<file path="src/rtl/alu_pkg.sv">
// Shared opcode map, status bit positions and FSM state encoding for alu_seq.
// ALU_MUL_EN adds the MUL state to the state enum.
package alu_pkg;

   localparam logic [4:0] OP_INC = 5'b00001;
   localparam logic [4:0] OP_DEC = 5'b00011;
   localparam logic [4:0] OP_ADD = 5'b00100;
   localparam logic [4:0] OP_ADC = 5'b00101;
   localparam logic [4:0] OP_SUB = 5'b00110;
   localparam logic [4:0] OP_SBB = 5'b00111;
   localparam logic [4:0] OP_AND = 5'b01000;
   localparam logic [4:0] OP_OR  = 5'b01001;
   localparam logic [4:0] OP_XOR = 5'b01010;
   localparam logic [4:0] OP_NOT = 5'b01011;
   localparam logic [4:0] OP_SHL = 5'b10000;
   localparam logic [4:0] OP_SHR = 5'b10001;
   localparam logic [4:0] OP_SAL = 5'b10010;
   localparam logic [4:0] OP_SAR = 5'b10011;
   localparam logic [4:0] OP_ROL = 5'b10100;
   localparam logic [4:0] OP_ROR = 5'b10101;
   localparam logic [4:0] OP_RCL = 5'b10110;
   localparam logic [4:0] OP_RCR = 5'b10111;
   localparam logic [4:0] OP_MUL = 5'b11000;

   localparam int ST_C  = 0;
   localparam int ST_Z  = 1;
   localparam int ST_S  = 2;
   localparam int ST_P  = 3;
   localparam int ST_V  = 4;
   localparam int ST_AF = 5;

`ifdef ALU_MUL_EN
   typedef enum logic [1:0] {S_IDLE, S_SHIFT, S_DONE, S_MUL} state_t;
`else
   typedef enum logic [1:0] {S_IDLE, S_SHIFT, S_DONE} state_t;
`endif

   function automatic logic is_shift_op(input logic [4:0] op);
      return op[4:3] == 2'b10;
   endfunction

   function automatic logic even_parity(input logic [7:0] v);
      return ~^v;
   endfunction

   function automatic logic [5:0] pack_status(input logic c, input logic z, input logic s,
                                              input logic p, input logic v, input logic af);
      logic [5:0] st;
      st = '0;
      st[ST_C]  = c;
      st[ST_Z]  = z;
      st[ST_S]  = s;
      st[ST_P]  = p;
      st[ST_V]  = v;
      st[ST_AF] = af;
      return st;
   endfunction

endpackage

</file>
<file path="src/rtl/alu_seq_core.sv">
// Combinational single-cycle datapath: arithmetic, logic and zero-count shifts.
// Unused opcodes (including MUL, which is iterated in alu_seq when ALU_MUL_EN is set) hold status.
module alu_seq_core
   import alu_pkg::*;
#(
   parameter int WIDTH = 16
) (
   input  logic [WIDTH-1:0] a,
   input  logic [WIDTH-1:0] b,
   input  logic [4:0]       op,
   input  logic             carry_q,
   input  logic [5:0]       status_prev,
   output logic [WIDTH-1:0] result,
   output logic [5:0]       status
);

   logic [WIDTH-1:0] opnd;
   logic             cin;
   logic [WIDTH:0]   sum;
   logic [WIDTH:0]   diff;
   logic             c, v, af, hold;

   always_comb begin
      opnd = (op == OP_INC || op == OP_DEC) ? WIDTH'(1) : b;
      cin  = (op == OP_ADC || op == OP_SBB) ? carry_q : 1'b0;
      sum  = {1'b0, a} + {1'b0, opnd} + {{WIDTH{1'b0}}, cin};
      diff = {1'b0, a} - {1'b0, opnd} - {{WIDTH{1'b0}}, cin};
   end

   // AF uses a[4]^b[4]^r[4]: the carry/borrow crossing from bit 3 into bit 4.
   always_comb begin
      result = '0;
      c      = 1'b0;
      v      = 1'b0;
      af     = 1'b0;
      hold   = 1'b0;
      case (op)
         OP_INC, OP_ADD, OP_ADC: begin
            result = sum[WIDTH-1:0];
            c      = (op == OP_INC) ? carry_q : sum[WIDTH];
            v      = (a[WIDTH-1] == opnd[WIDTH-1]) && (sum[WIDTH-1] != a[WIDTH-1]);
            af     = a[4] ^ opnd[4] ^ sum[4];
         end
         OP_DEC, OP_SUB, OP_SBB: begin
            result = diff[WIDTH-1:0];
            c      = (op == OP_DEC) ? carry_q : diff[WIDTH];
            v      = (a[WIDTH-1] != opnd[WIDTH-1]) && (diff[WIDTH-1] != a[WIDTH-1]);
            af     = a[4] ^ opnd[4] ^ diff[4];
         end
         OP_AND: result = a & b;
         OP_OR:  result = a | b;
         OP_XOR: result = a ^ b;
         OP_NOT: result = ~a;
         OP_SHL, OP_SHR, OP_SAL, OP_SAR, OP_ROL, OP_ROR, OP_RCL, OP_RCR: begin
            result = a;
            c      = carry_q;
         end
         default: hold = 1'b1;
      endcase
   end

   always_comb begin
      if (hold)
         status = status_prev;
      else
         status = pack_status(c, result == '0, result[WIDTH-1],
                              even_parity(result[7:0]), v, af);
   end

endmodule

</file>
<file path="src/rtl/alu_seq.sv">
// Handshaked sequential ALU: one operation in flight, bit-serial shifts/rotates.
// Define ALU_MUL_EN to build the iterative shift-add MUL (opcode 11000).
module alu_seq
   import alu_pkg::*;
#(
   parameter int WIDTH = 16
) (
   input  logic             clk,
   input  logic             rst,
   input  logic             in_valid,
   output logic             in_ready,
   input  logic [WIDTH-1:0] a,
   input  logic [WIDTH-1:0] b,
   input  logic [4:0]       op,
   output logic             out_valid,
   input  logic             out_ready,
   output logic [WIDTH-1:0] result,
   output logic [5:0]       status
);

   localparam int CW = $clog2(WIDTH);
   localparam logic [CW:0] CNT_ONE = (CW+1)'(1);

   state_t           state_reg;
   logic [WIDTH-1:0] result_reg;
   logic [5:0]       status_reg;
   logic             out_valid_reg;
   logic [4:0]       op_reg;
   logic [WIDTH-1:0] sh_reg;
   logic             cy_reg;
   logic             msb_reg;
   logic [CW:0]      cnt_reg;

   logic [WIDTH-1:0] core_result;
   logic [5:0]       core_status;
   logic [WIDTH-1:0] step_val;
   logic             step_cy;
   logic             carry_q;

   // The stored carry is exactly the C bit of the last completed operation.
   assign carry_q   = status_reg[ST_C];
   assign in_ready  = (state_reg == S_IDLE) && !rst;
   assign out_valid = out_valid_reg;
   assign result    = result_reg;
   assign status    = status_reg;

   alu_seq_core #(.WIDTH(WIDTH)) u_core (
      .a           (a),
      .b           (b),
      .op          (op),
      .carry_q     (carry_q),
      .status_prev (status_reg),
      .result      (core_result),
      .status      (core_status)
   );

   // One 1-bit step of the captured shift/rotate; RCL/RCR run through cy_reg.
   always_comb begin
      step_val = sh_reg;
      step_cy  = cy_reg;
      case (op_reg)
         OP_SHL, OP_SAL: begin
            step_cy  = sh_reg[WIDTH-1];
            step_val = {sh_reg[WIDTH-2:0], 1'b0};
         end
         OP_SHR: begin
            step_cy  = sh_reg[0];
            step_val = {1'b0, sh_reg[WIDTH-1:1]};
         end
         OP_SAR: begin
            step_cy  = sh_reg[0];
            step_val = {sh_reg[WIDTH-1], sh_reg[WIDTH-1:1]};
         end
         OP_ROL: begin
            step_cy  = sh_reg[WIDTH-1];
            step_val = {sh_reg[WIDTH-2:0], sh_reg[WIDTH-1]};
         end
         OP_ROR: begin
            step_cy  = sh_reg[0];
            step_val = {sh_reg[0], sh_reg[WIDTH-1:1]};
         end
         OP_RCL: begin
            step_cy  = sh_reg[WIDTH-1];
            step_val = {sh_reg[WIDTH-2:0], cy_reg};
         end
         OP_RCR: begin
            step_cy  = sh_reg[0];
            step_val = {cy_reg, sh_reg[WIDTH-1:1]};
         end
         default: ;
      endcase
   end

`ifdef ALU_MUL_EN
   logic [WIDTH-1:0]   mcand_reg;
   logic [2*WIDTH-1:0] prod_reg;
   logic [WIDTH:0]     mul_sum;
   logic [2*WIDTH-1:0] mul_next;

   // Multiplier sits in the low half of prod_reg and is consumed LSB first.
   always_comb begin
      mul_sum  = {1'b0, prod_reg[2*WIDTH-1:WIDTH]} + (prod_reg[0] ? {1'b0, mcand_reg} : '0);
      mul_next = {mul_sum, prod_reg[WIDTH-1:1]};
   end
`endif

   always_ff @(posedge clk) begin
      if (rst) begin
         state_reg     <= S_IDLE;
         result_reg    <= '0;
         status_reg    <= '0;
         out_valid_reg <= 1'b0;
         op_reg        <= '0;
         sh_reg        <= '0;
         cy_reg        <= 1'b0;
         msb_reg       <= 1'b0;
         cnt_reg       <= '0;
`ifdef ALU_MUL_EN
         mcand_reg     <= '0;
         prod_reg      <= '0;
`endif
      end else begin
         case (state_reg)
            S_IDLE: begin
               if (in_valid) begin
                  op_reg  <= op;
                  sh_reg  <= a;
                  cy_reg  <= carry_q;
                  msb_reg <= a[WIDTH-1];
                  if (is_shift_op(op) && b[CW-1:0] != '0) begin
                     cnt_reg   <= {1'b0, b[CW-1:0]};
                     state_reg <= S_SHIFT;
                  end
`ifdef ALU_MUL_EN
                  else if (op == OP_MUL) begin
                     mcand_reg <= a;
                     prod_reg  <= {{WIDTH{1'b0}}, b};
                     cnt_reg   <= (CW+1)'(WIDTH);
                     state_reg <= S_MUL;
                  end
`endif
                  else begin
                     result_reg    <= core_result;
                     status_reg    <= core_status;
                     out_valid_reg <= 1'b1;
                     state_reg     <= S_DONE;
                  end
               end
            end
            S_SHIFT: begin
               sh_reg  <= step_val;
               cy_reg  <= step_cy;
               cnt_reg <= cnt_reg - CNT_ONE;
               if (cnt_reg == CNT_ONE) begin
                  result_reg    <= step_val;
                  status_reg    <= pack_status(step_cy, step_val == '0, step_val[WIDTH-1],
                                               even_parity(step_val[7:0]),
                                               step_val[WIDTH-1] ^ msb_reg, 1'b0);
                  out_valid_reg <= 1'b1;
                  state_reg     <= S_DONE;
               end
            end
`ifdef ALU_MUL_EN
            S_MUL: begin
               prod_reg <= mul_next;
               cnt_reg  <= cnt_reg - CNT_ONE;
               if (cnt_reg == CNT_ONE) begin
                  result_reg    <= mul_next[WIDTH-1:0];
                  status_reg    <= pack_status(mul_next[2*WIDTH-1:WIDTH] != '0,
                                               mul_next[WIDTH-1:0] == '0,
                                               mul_next[WIDTH-1],
                                               even_parity(mul_next[7:0]),
                                               mul_next[2*WIDTH-1:WIDTH] != '0, 1'b0);
                  out_valid_reg <= 1'b1;
                  state_reg     <= S_DONE;
               end
            end
`endif
            S_DONE: begin
               if (out_ready) begin
                  out_valid_reg <= 1'b0;
                  state_reg     <= S_IDLE;
               end
            end
            default: state_reg <= S_IDLE;
         endcase
      end
   end

endmodule

</file>
<file path="config.mk">
export PLATFORM = sky130hd
export DESIGN_NAME = alu_seq
export DESIGN_NICKNAME = d
export VERILOG_FILES = /design/src/rtl/alu_pkg.sv /design/src/rtl/alu_seq_core.sv /design/src/rtl/alu_seq.sv
export SDC_FILE = /design/constraint.sdc
export NUM_CORES = 1
export LEC_CHECK = 0
export ABC_AREA = 0
export BUFFER_PORTS_ARGS = -buffer_cell sky130_fd_sc_hd__clkbuf_2
export CORE_MARGIN = 2
export CORE_UTILIZATION = 63
export CTS_BUF_LIST = sky130_fd_sc_hd__clkbuf_2
export DETAILED_ROUTE_END_ITERATION = 16
export PLACE_DENSITY = 0.95
export SYNTH_ARGS = -nofsm -noshare
export SYNTH_HDL_FRONTEND = slang
export SYNTH_HIERARCHICAL = 1
export SYNTH_SLANG_ARGS = --single-unit
export TNS_END_PERCENT = 20
</file>
<file path="constraint.sdc">
create_clock -name clk -period 7.25 [get_ports clk]
set_clock_uncertainty 0.05 [all_clocks]
set_input_delay 1.45 -clock clk [delete_from_list [all_inputs] [get_ports clk]]
set_output_delay 1.45 -clock clk [all_outputs]
set_load 0.01 [all_outputs]
</file>
==> results.sh, run 1 <==
export IMPL_ys_warn_count=6
export IMPL_first_pass_iters=6
export IMPL_vias=6979
export IMPL_ant_nets=0
export IMPL_yosysMostFrequentCell="nor2_1"
export IMPL_synth_top_flop_cell="dfxtp_1"
export IMPL_ios=65
export IMPL_hpwlAfterDp_mm=14.83
export IMPL_dp_worst_setup_slack_ns=1.489
export IMPL_p_per_area_nw_per_um2=148.4
export IMPL_relSlewSlack_pct=33.45
export IMPL_critical_path_arrival_ns=5.69
export IMPL_rsz0062_at_grt="false"
export IMPL_cts_buffers=5
export IMPL_synth_top_area_share_pct=16.83
export IMPL_initial_core_util_pct=65.56
export IMPL_clock_power_share_pct=15.4
export IMPL_postLayoutCellArea_um2=6933
export IMPL_ir_drop_mv=0.09134
export IMPL_synthCells=866
export IMPL_cts_tree="built"
export IMPL_dr_max_layer_used="met4"
export IMPL_min_path_type="reg2reg"
export IMPL_cts_buffer_depth=2
export IMPL_place_congestion=0.9889
export IMPL_finalCriticalPeriod_ns=5.295
export IMPL_synth_common_cells="106 x nor2_1, 87 x ha_1, 81 x inv_1"
export IMPL_syn_area_per_cell_um2=7.468
export IMPL_antenna_found_initial=0
export IMPL_wire_per_inst_um=19.00
export IMPL_cts_root_buffer="clkbuf_2"
export IMPL_required_ns=7.64
export IMPL_ys_ff_latch=53
export IMPL_viasPerCell=6.717
export IMPL_htree_levels=2
export IMPL_maxCapViolCount=0
export IMPL_fp_dieArea_um2=11090
export IMPL_post_route_cells_drive_above_1_share_pct=13.13
export IMPL_wl_met3_mm=1.916
export IMPL_worstPathMaxFanout=21
export IMPL_die_y_um=105.3
export IMPL_areaGrowthSynthToFinish_pct=7.197
export IMPL_hold_violations=0
export IMPL_cp_cell_sequence="clkbuf_2 -> nor4b_2 -> buf_4 -> or2_2 -> inv_1 -> fa_1 -> fa_1 -> o21bai_1 -> a2111oi_4 -> o211ai_2 -> and4_4 -> o32ai_1 -> or3_4 -> nand4b_4 -> o31ai_2 -> or3_1 -> a21oi_1 -> a211oi_1"
export IMPL_slew_viol_final=0
export IMPL_grt_pass1_wl_mm=31.84
export IMPL_r2r_start="status[0]$_SDFFE_PP0P_"
export IMPL_status="finished, final reports clean"
export IMPL_fin_ws_ns=1.955
export IMPL_final_setup_tns_ns=0
export IMPL_internal_power_mw=0.5896
export IMPL_die_w_um=105.3
export IMPL_yosys_area_top_type="ha_1"
export IMPL_max_freq_ghz=0.1889
export IMPL_end_kind="flip-flop"
export IMPL_gr_total_overflow=0
export IMPL_critPathLaunchType="primary input"
export IMPL_clk_transition_reported_paths_ns=0.27
export IMPL_p_seq_share_pct=33.6
export IMPL_hold_buffers=0
export IMPL_portBuffers=64
export IMPL_fp_row_count=36
export IMPL_dpl_cell_area_um2=6869
export IMPL_synth_edf_count=0
export IMPL_fin_crit_sh_pct=73.03
export IMPL_wirelength_mm=19.74
export IMPL_fill_cells=792
export IMPL_critical_path_slowest_cell="fa_1"
export IMPL_wl_met2_mm=8.941
export IMPL_nNetsFinal=1037
export IMPL_cp_slowest_stage_delay_ns=0.44
export IMPL_grt_pass1_vias=6397
export IMPL_first_iter_violations=862
export IMPL_synthTopCellsByArea="ha_1 17%, dfxtp_1 16%, nor2_1 6.2%"
export IMPL_diodes=0
export IMPL_cts_sinks=53
export IMPL_drc=0
export IMPL_post_cts_buffers=0
export IMPL_power_switching_mw=0.4391
export IMPL_cts_repair_resized=0
export IMPL_setup_violations_final=0
export IMPL_tightest_slew_ns=0.9953
export IMPL_leakage_nw=3.094
export IMPL_synth_async_reset_ratio_pct=0
export IMPL_track_usage_pct=35.29
export IMPL_startpoint="op[4]"
export IMPL_clk_latency_ns=0.50
export IMPL_hold_start="msb_reg$_SDFFE_PP0P_"
export IMPL_switching_share_pct=42.68
export IMPL_crit_path_frequent_cell="fa_1"
export IMPL_grt_max_degree=51
export IMPL_wl_met1_mm=7.805
export IMPL_worstSetupPathType="in2reg"
export IMPL_netlist_area_um2=6467
export IMPL_comb_power_share_pct=50.9
export IMPL_ys_seq_area_share_pct=16.41
export IMPL_synth_nets=998
export IMPL_yosysUniqueCellTypes=83
export IMPL_core_um2=9864
## cell type report
type	instances	area (µm²)	area share (%)
multi-input combinational	689	4942	71.29
timing repair buffer	73	387.9	5.595
inverter	83	311.5	4.494
clock buffer	6	30.03	0.4331
sequential	53	1061	15.30
clock inverter	2	33.78	0.4873
tap	133	166.4	2.400
## routing by layer
| metal | up-vias | GRT usage, % |
|---|---|---|
| met2 | 468 | 58.66 |
| met3 | 100 | 4.886 |
| li1 | 3194 | - |
| met1 | 3217 | 44.95 |
| met5 | - | 0 |
| met4 | 0 | 16.57 |
## final timing paths
kind	end	slack, ns	cells past startpoint
worst max-delay path	status[1]$_SDFFE_PP0P_	1.96	18
worst min-delay path	msb_reg$_SDFFE_PP0P_	0.45	2
worst max register to register	status[1]$_SDFFE_PP0P_	2.85	19
worst min register to register	msb_reg$_SDFFE_PP0P_	0.45	2
## power by group through the flow
stage	Sequential [mW]	Clock (mW)	Combinational [mW]
floorplan	0.345	0	0.375
global placement	0.349	0	0.488
detailed placement	0.350	0	0.505
CTS	0.345	0.156	0.509
global route	0.350	0.170	0.570
finish	0.346	0.159	0.524
## per-stage QoR
stage / utilization [%] / power [mW] / hold WS [ns] / std cells
4_1_cts: 70.28 / 1.009 / 0.4505 / 1039
6_report: 70.28 / 1.029 / 0.4515 / 1039
3_3_place_gp: 69.63 / 0.8372 / 0.4043 / 1031
5_1_grt: 70.28 / 1.089 / 0.4810 / 1039
2_1_floorplan: - / 0.7200 / 0.3946 / 866
3_5_place_dp: 69.63 / 0.8548 / 0.4202 / 1031
## worst max-delay path, delay by kind of cell
| family | cells | cell delay, ns |
|---|---|---|
| simple gates | 6 | 1.43 |
| compound gates | 7 | 1.39 |
| fa+ha+maj | 2 | 0.86 |
| buf+inv | 3 | 0.53 |
## logic make-up after synthesis
group,after synthesis,synth area share (%)
and+or+nand+nor,285,21.15
AOI/OAI and AO/OA,253,27.65
buffers and inverters,124,7.429
adders and majority gates,91,18.07
DFF,53,16.41
muxes,35,5.920
xor gates and xnor gates,25,3.386
## placed cells by master (no fill, tap or decap), types with 4 or more instances in the layout
cell type and count:
and3_1 4, a21oi_1 72, inv_1 81, buf_4 9, nor3_1 14, xnor2_1 21, a311oi_1 12, nor2_1 106
or3_1 5, o2111ai_1 5, a211oi_1 22, clkbuf_2 70, xor2_1 4, nand3_1 8, a31oi_1 8, o211ai_1 11
mux2_2 14, fa_1 4, o21ai_0 34, nand2_1 75, nand4_1 10, nand2b_1 17, nor4_1 4, dfxtp_1 53
o21a_1 7, a22oi_1 11, nand3b_1 4, nor2b_1 10, a221oi_1 10, mux2i_1 18, a21o_1 5, ha_1 87
and2_1 5, o211a_1 6
Power figures use the tool's default switching activity.
==> inputs of run 2 (changes only) <==
--- a/config.mk
+++ b/config.mk
@@ -8,10 +8,10 @@
 export ABC_AREA = 0
 export BUFFER_PORTS_ARGS = -buffer_cell sky130_fd_sc_hd__clkbuf_2
 export CORE_MARGIN = 2
-export CORE_UTILIZATION = 63
+export CORE_UTILIZATION = 56
 export CTS_BUF_LIST = sky130_fd_sc_hd__clkbuf_2
 export DETAILED_ROUTE_END_ITERATION = 16
-export PLACE_DENSITY = 0.95
+export PLACE_DENSITY = 0.91
 export SYNTH_ARGS = -nofsm -noshare
 export SYNTH_HDL_FRONTEND = slang
 export SYNTH_HIERARCHICAL = 1
==> constraint.sdc (replaced) <==
create_clock -name clk -period 4.8 [get_ports clk]
set_clock_uncertainty 0.05 [all_clocks]
set_input_delay 0.96 -clock clk [delete_from_list [all_inputs] [get_ports clk]]
set_output_delay 0.96 -clock clk [all_outputs]
set_load 0.01 [all_outputs]
==> run 2 against run 1 <==
Against the previous run:
- die area increased by 12%
- clock power increased by 47%
- largest power group unchanged
- core utilization decreased by 4.6 points
- via count increased by 1.1%
- cell count increased by 7.1%
- first-iteration DRC count decreased by 3.4%
==> results.sh, run 2 (synthesized netlist as in run 1, its figures left out) <==
export IMPL_place_congestion=1.021
export IMPL_ant_nets=0
export IMPL_portBuffers=64
export IMPL_slew_viol_final=0
export IMPL_worstSetupPathType="in2reg"
export IMPL_end_kind="flip-flop"
export IMPL_antenna_found_initial=0
export IMPL_vias=7059
export IMPL_areaGrowthSynthToFinish_pct=15.01
export IMPL_grt_max_degree=50
export IMPL_grt_met3_usage_pct=5.335
export IMPL_die_w_um=111.5
export IMPL_top_usage_layer="met2"
export IMPL_hold_buffers=0
export IMPL_p_per_area_nw_per_um2=218.9
export IMPL_post_route_cells_drive_above_1_share_pct=18.99
export IMPL_maxCapViolCount=0
export IMPL_relSlewSlack_pct=32.93
export IMPL_fin_util_pct=65.71
export IMPL_status="finished, final reports clean"
export IMPL_fp_dieArea_um2=12420
export IMPL_ir_drop_mv=0.1963
export IMPL_wire_per_inst_um=18.42
export IMPL_grt_pass1_wl_mm=33.33
export IMPL_critical_path_arrival_ns=4.88
export IMPL_final_common_cell="nor2_1"
export IMPL_fin_crit_sh_pct=94.21
export IMPL_use_met1_pct=40.73
export IMPL_hpwlAfterDp_mm=15.98
export IMPL_core_um2=11320
export IMPL_cts_root_buffer="clkbuf_2"
export IMPL_grt_util_met2_pct=54.19
export IMPL_rsz0062_at_grt="false"
export IMPL_cts_sinks=53
export IMPL_max_freq_ghz=0.2211
export IMPL_fp_row_count=39
export IMPL_cts_tree="built"
export IMPL_initial_core_util_pct=57.13
export IMPL_cts_buffer_depth=2
export IMPL_gr_total_overflow=0
export IMPL_htree_levels=2
export IMPL_multi_input_area_um2=4960
export IMPL_first_pass_iters=6
export IMPL_cts_buffers=5
export IMPL_finalCriticalPeriod_ns=4.522
export IMPL_ios=65
export IMPL_viasPerCell=6.342
export IMPL_required_ns=5.16
export IMPL_critPathLaunchType="primary input"
export IMPL_first_iter_violations=833
export IMPL_final_cell_mix="106 x nor2_1, 87 x ha_1, 81 x inv_1"
export IMPL_final_setup_tns_ns=0
export IMPL_clk_transition_reported_paths_ns=0.27
export IMPL_clk_latency_ns=0.46
export IMPL_track_usage_pct=32.32
export IMPL_grt_pass1_vias=6806
export IMPL_die_y_um=111.5
export IMPL_drc=0
export IMPL_hold_violations=0
export IMPL_worstPathMaxFanout=2
export IMPL_wirelength_mm=20.50
export IMPL_rrSetupSlack_ns=0.71
export IMPL_seq_area_um2=1061
export IMPL_tightest_slew_ns=1.005
export IMPL_min_path_type="reg2reg"
export IMPL_fill_cells=946
export IMPL_leakage_nw=3.410
export IMPL_setup_violations_final=0
export IMPL_nNetsFinal=1100
run 2: changes by cell type in the layout (fill, tap and decap cells not counted), sizes merged:
cell and change:
diode +1, buf +63
run 2: layer usage:
| layer | vias up | part of all wire (%) |
|---|---|---|
| li1 | 3326 | - |
| met5 | - | 0 |
| met3 | 78 | 8.4 |
| met4 | 0 | 5.3 |
| met2 | 383 | 46 |
| met1 | 3272 | 41 |
run 2: repair_timing:
| item | in CTS | in global routing |
|---|---|---|
| gates resized for setup | 0 | 1 |
| endpoints found under the setup margin | 0 | 1 |
| buffers inserted | 0 | 0 |
run 2: metrics by stage:
stage                     worst slack (ns)  area, µm²  hold slack (ns)  power, mW  std cells
after floorplan                    0.01204       6480           0.3946      1.089        866
after global placement             -0.2923       7367           0.4044      1.345       1104
after detailed placement           -0.2776       7367           0.4125      1.374       1104
after CTS                           0.1977       7431           0.4401      1.607       1112
after global routing                0.1016       7436           0.4792      1.725       1112
final                               0.2780       7438           0.4512      1.628       1113
run 2: worst max-delay path, stage by stage:
cell	delay, ns
clkbuf_2	0.10
or2_2	0.31
or2_2	0.32
inv_1	0.09
fa_1	0.19
inv_1	0.07
fa_1	0.41
or3b_1	0.44
buf_4	0.16
a21oi_1	0.19
nor3_1	0.13
a221oi_1	0.27
nor2_1	0.09
nor3_2	0.37
o2111ai_1	0.19
o31ai_2	0.19
or3_1	0.13
a21oi_1	0.06
a211oi_1	0.21
run 2: worst paths after layout:
| kind | cells past startpoint | end | startpoint |
|---|---|---|---|
| min reg2reg | 2 | op_reg[4]$_SDFFE_PP0P_ | op_reg[4]$_SDFFE_PP0P_ |
| max reg2reg | 18 | status[1]$_SDFFE_PP0P_ | status[0]$_SDFFE_PP0P_ |
| min | 2 | op_reg[4]$_SDFFE_PP0P_ | op_reg[4]$_SDFFE_PP0P_ |
| max | 19 | status[1]$_SDFFE_PP0P_ | op[4] |
run 2: cell type report:
class | count | share of cell area [%]
well taps | 143 | 2.405
diodes | 1 | 0.03364
flip-flops and latches | 53 | 14.26
clock buffers | 6 | 0.4037
inverters | 83 | 4.188
clock inverters | 2 | 0.4542
multi-input cells | 689 | 66.68
repair buffers | 136 | 11.57
run 2: power by group:
group	internal [mW]	total [mW]	switching [mW]
Clock	0.0885	0.233	0.145
Sequential	0.480	0.522	0.0417
Combinational	0.385	0.873	0.488
==> inputs of run 3 (changes only) <==
--- a/config.mk
+++ b/config.mk
@@ -7,11 +7,13 @@
 export LEC_CHECK = 0
 export ABC_AREA = 0
 export BUFFER_PORTS_ARGS = -buffer_cell sky130_fd_sc_hd__clkbuf_2
+export CELL_PAD_IN_SITES_DETAIL_PLACEMENT = 2
+export CELL_PAD_IN_SITES_GLOBAL_PLACEMENT = 2
 export CORE_MARGIN = 2
-export CORE_UTILIZATION = 56
+export CORE_UTILIZATION = 33
 export CTS_BUF_LIST = sky130_fd_sc_hd__clkbuf_2
 export DETAILED_ROUTE_END_ITERATION = 16
-export PLACE_DENSITY = 0.91
+export PLACE_DENSITY = 0.92
 export SYNTH_ARGS = -nofsm -noshare
 export SYNTH_HDL_FRONTEND = slang
 export SYNTH_HIERARCHICAL = 1
==> constraint.sdc (replaced) <==
create_clock -name clk -period 4 [get_ports clk]
set_clock_uncertainty 0.05 [all_clocks]
set_input_delay 0.8 -clock clk [delete_from_list [all_inputs] [get_ports clk]]
set_output_delay 0.8 -clock clk [all_outputs]
set_load 0.05 [all_outputs]
==> run 3 against run 2 <==
Against the previous run:
- sequential power is 23% higher
- the flow now finishes with violations (negative setup slack)
- setup slack worse by 1.0 ns
- hold slack gained 0.024 ns
- non-clock buffer count rose by 108
- core utilization fell by 20 points
- highest routed layer unchanged
- global-route usage up 2.1 points
- first-iteration DRC count fell by 24%
==> results.sh, run 3 (synthesized netlist as in run 1, its figures left out) <==
export IMPL_status="complete, but fails checks"
export IMPL_violations="negative setup slack"
export IMPL_cts_tree="built"
export IMPL_rsz0062_at_grt="true"
export IMPL_fill_cells=2222
export IMPL_r2r_start="status[0]$_SDFFE_PP0P_"
export IMPL_antenna_found_initial=0
export IMPL_grt_pass1_wl_mm=53.68
export IMPL_slew_viol_final=0
export IMPL_cts_sinks=53
export IMPL_track_usage_pct=34.41
export IMPL_worstSetupPathType="in2reg"
export IMPL_final_cell_mix="174 x buf_4, 104 x nor2_1, 77 x inv_1"
export IMPL_critical_path_arrival_ns=5.20
export IMPL_required_ns=4.44
export IMPL_final_common_cell="buf_4"
export IMPL_cp_cell_sequence="buf_8 -> nor4b_4 -> buf_6 -> or2_4 -> inv_4 -> fa_2 -> inv_1 -> ha_2 -> o21ai_4 -> buf_6 -> a311o_1 -> xor2_1 -> nand2_1 -> o21ai_2 -> o21a_1 -> ha_4 -> nand4_1 -> nor4_2 -> o2111ai_1 -> o31ai_2 -> or3_4 -> a21oi_2 -> a211oi_2"
export IMPL_nNetsFinal=1208
export IMPL_place_congestion=0.9337
export IMPL_startpoint="op[3]"
export IMPL_clk_latency_ns=0.54
export IMPL_die_y_um=144.0
export IMPL_portBuffers=64
export IMPL_first_iter_violations=634
export IMPL_finalHoldWorstSlack_ns=0.4750
export IMPL_wire_per_inst_um=30.42
export IMPL_first_pass_iters=5
export IMPL_ant_nets=0
export IMPL_setup_violations_final=8
export IMPL_tightest_slew_ns=1.183
export IMPL_final_setup_tns_ns=-2.142
export IMPL_cts_root_buffer="clkbuf_2"
export IMPL_drc=0
export IMPL_grt_pass1_vias=9158
export IMPL_cts_buffer_depth=2
export IMPL_core_um2=19330
export IMPL_min_path_type="reg2reg"
export IMPL_gr_total_overflow=0
export IMPL_end_kind="flip-flop"
export IMPL_hold_start="result[14]$_SDFFE_PP0P_"
export IMPL_ir_drop_mv=0.1505
export IMPL_worstPathMaxFanout=7
export IMPL_fin_ws_ns=-0.7610
export IMPL_critPathLaunchType="primary input"
export IMPL_hold_buffers=0
export IMPL_relSlewSlack_pct=21.02
export IMPL_die_w_um=144.0
export IMPL_htree_levels=2
export IMPL_hpwlAfterDp_mm=28.81
export IMPL_vias=8466
export IMPL_fin_util_pct=45.21
export IMPL_crit_path_frequent_cell="buf_6"
export IMPL_leakage_nw=3.973
export IMPL_cp_slowest_stage_delay_ns=0.59
export IMPL_viasPerCell=6.304
export IMPL_areaGrowthSynthToFinish_pct=35.17
export IMPL_critical_path_slowest_cell="fa_2"
export IMPL_finalCriticalPeriod_ns=4.761
export IMPL_grt_max_degree=50
export IMPL_hold_violations=0
export IMPL_wirelength_mm=40.85
export IMPL_cts_buffers=5
export IMPL_p_per_area_nw_per_um2=288.3
export IMPL_maxCapViolCount=0
export IMPL_max_freq_ghz=0.2100
export IMPL_fp_row_count=51
export IMPL_initial_core_util_pct=33.45
export IMPL_clk_transition_reported_paths_ns=0.31
export IMPL_ios=65
export IMPL_post_route_cells_drive_above_1_share_pct=31.48
export IMPL_fp_dieArea_um2=20730
export IMPL_fin_crit_sh_pct=119.0
run 3: changes by cell type in the layout (fill, tap and decap cells not counted), moves of 4 or more:
| cell | delta |
|---|---|
| a21oi_2 | +5 |
| buf_6 | +5 |
| inv_1 | -4 |
| a21oi_1 | -6 |
| o21ai_1 | +4 |
| o21ai_0 | -6 |
| ha_4 | +9 |
| ha_1 | -12 |
| buf_4 | +102 |
run 3: cell type report:
type	instances	area, µm²	share of cell area [%]
Antenna cell	1	2.502	0.02862
Clock buffer	7	35.03	0.4007
Clock inverter	1	7.507	0.08587
Inverter	83	314.1	3.592
Multi-Input combinational cell	689	5263	60.20
Sequential cell	53	1061	12.14
Tap cell	265	331.6	3.793
Timing Repair Buffer	244	1728	19.77
run 3: path summary, 6_finish.rpt:
path                             endpoint  slack (ns)  cells after the start
setup / recovery   status[1]$_SDFFE_PP0P_       -0.76                     23
hold / removal    result[14]$_SDFFE_PP0P_        0.47                      2
setup reg to reg   status[1]$_SDFFE_PP0P_       -0.58                     20
hold reg to reg   result[14]$_SDFFE_PP0P_        0.47                      2
run 3: what timing repair did:
item / CTS / global route
endpoints found under the setup margin: 9 / 10
pin swaps: 2 / 17
buffers inserted: 0 / 4
gates resized for setup: 13 / 33
cloned: 0 / 0
run 3: per-layer routing:
| layer | track usage, % | part of all wire [%] | up-vias |
|---|---|---|---|
| li1 | - | - | 3543 |
| met1 | 36.90 | 37 | 4190 |
| met2 | 63.28 | 49 | 483 |
| met3 | 5.298 | 5.7 | 250 |
| met4 | 21.05 | 8.9 | 0 |
| met5 | 0 | 0 | - |
run 3: power breakdown:
part	switching (mW)	internal [mW]
Sequential	0.0659	0.577
Combinational	0.960	0.656
Clock	0.214	0.0478
run 3: critical path, delay by kind of cell:
kind                       cells  cell delay, ns
AOI/OAI and AO/OA              8            1.54
buffers and inverters          5            0.54
adders and majority gates      3            0.94
and+or+nand+nor                6            1.17
xor gates and xnor gates       1            0.19
run 3: through the flow:
stage          total power, mW  std cells  setup WS, ns  instance area, µm²
6_report                 2.520       1343       -0.7610                8742
5_1_grt                  2.596       1342       -0.8594                8740
4_1_cts                  2.328       1338       -0.5302                8557
3_5_place_dp             2.069       1330        -1.253                8461
3_3_place_gp             1.906       1330       -0.6217                8461
2_1_floorplan            1.415        866       -0.3371                6656
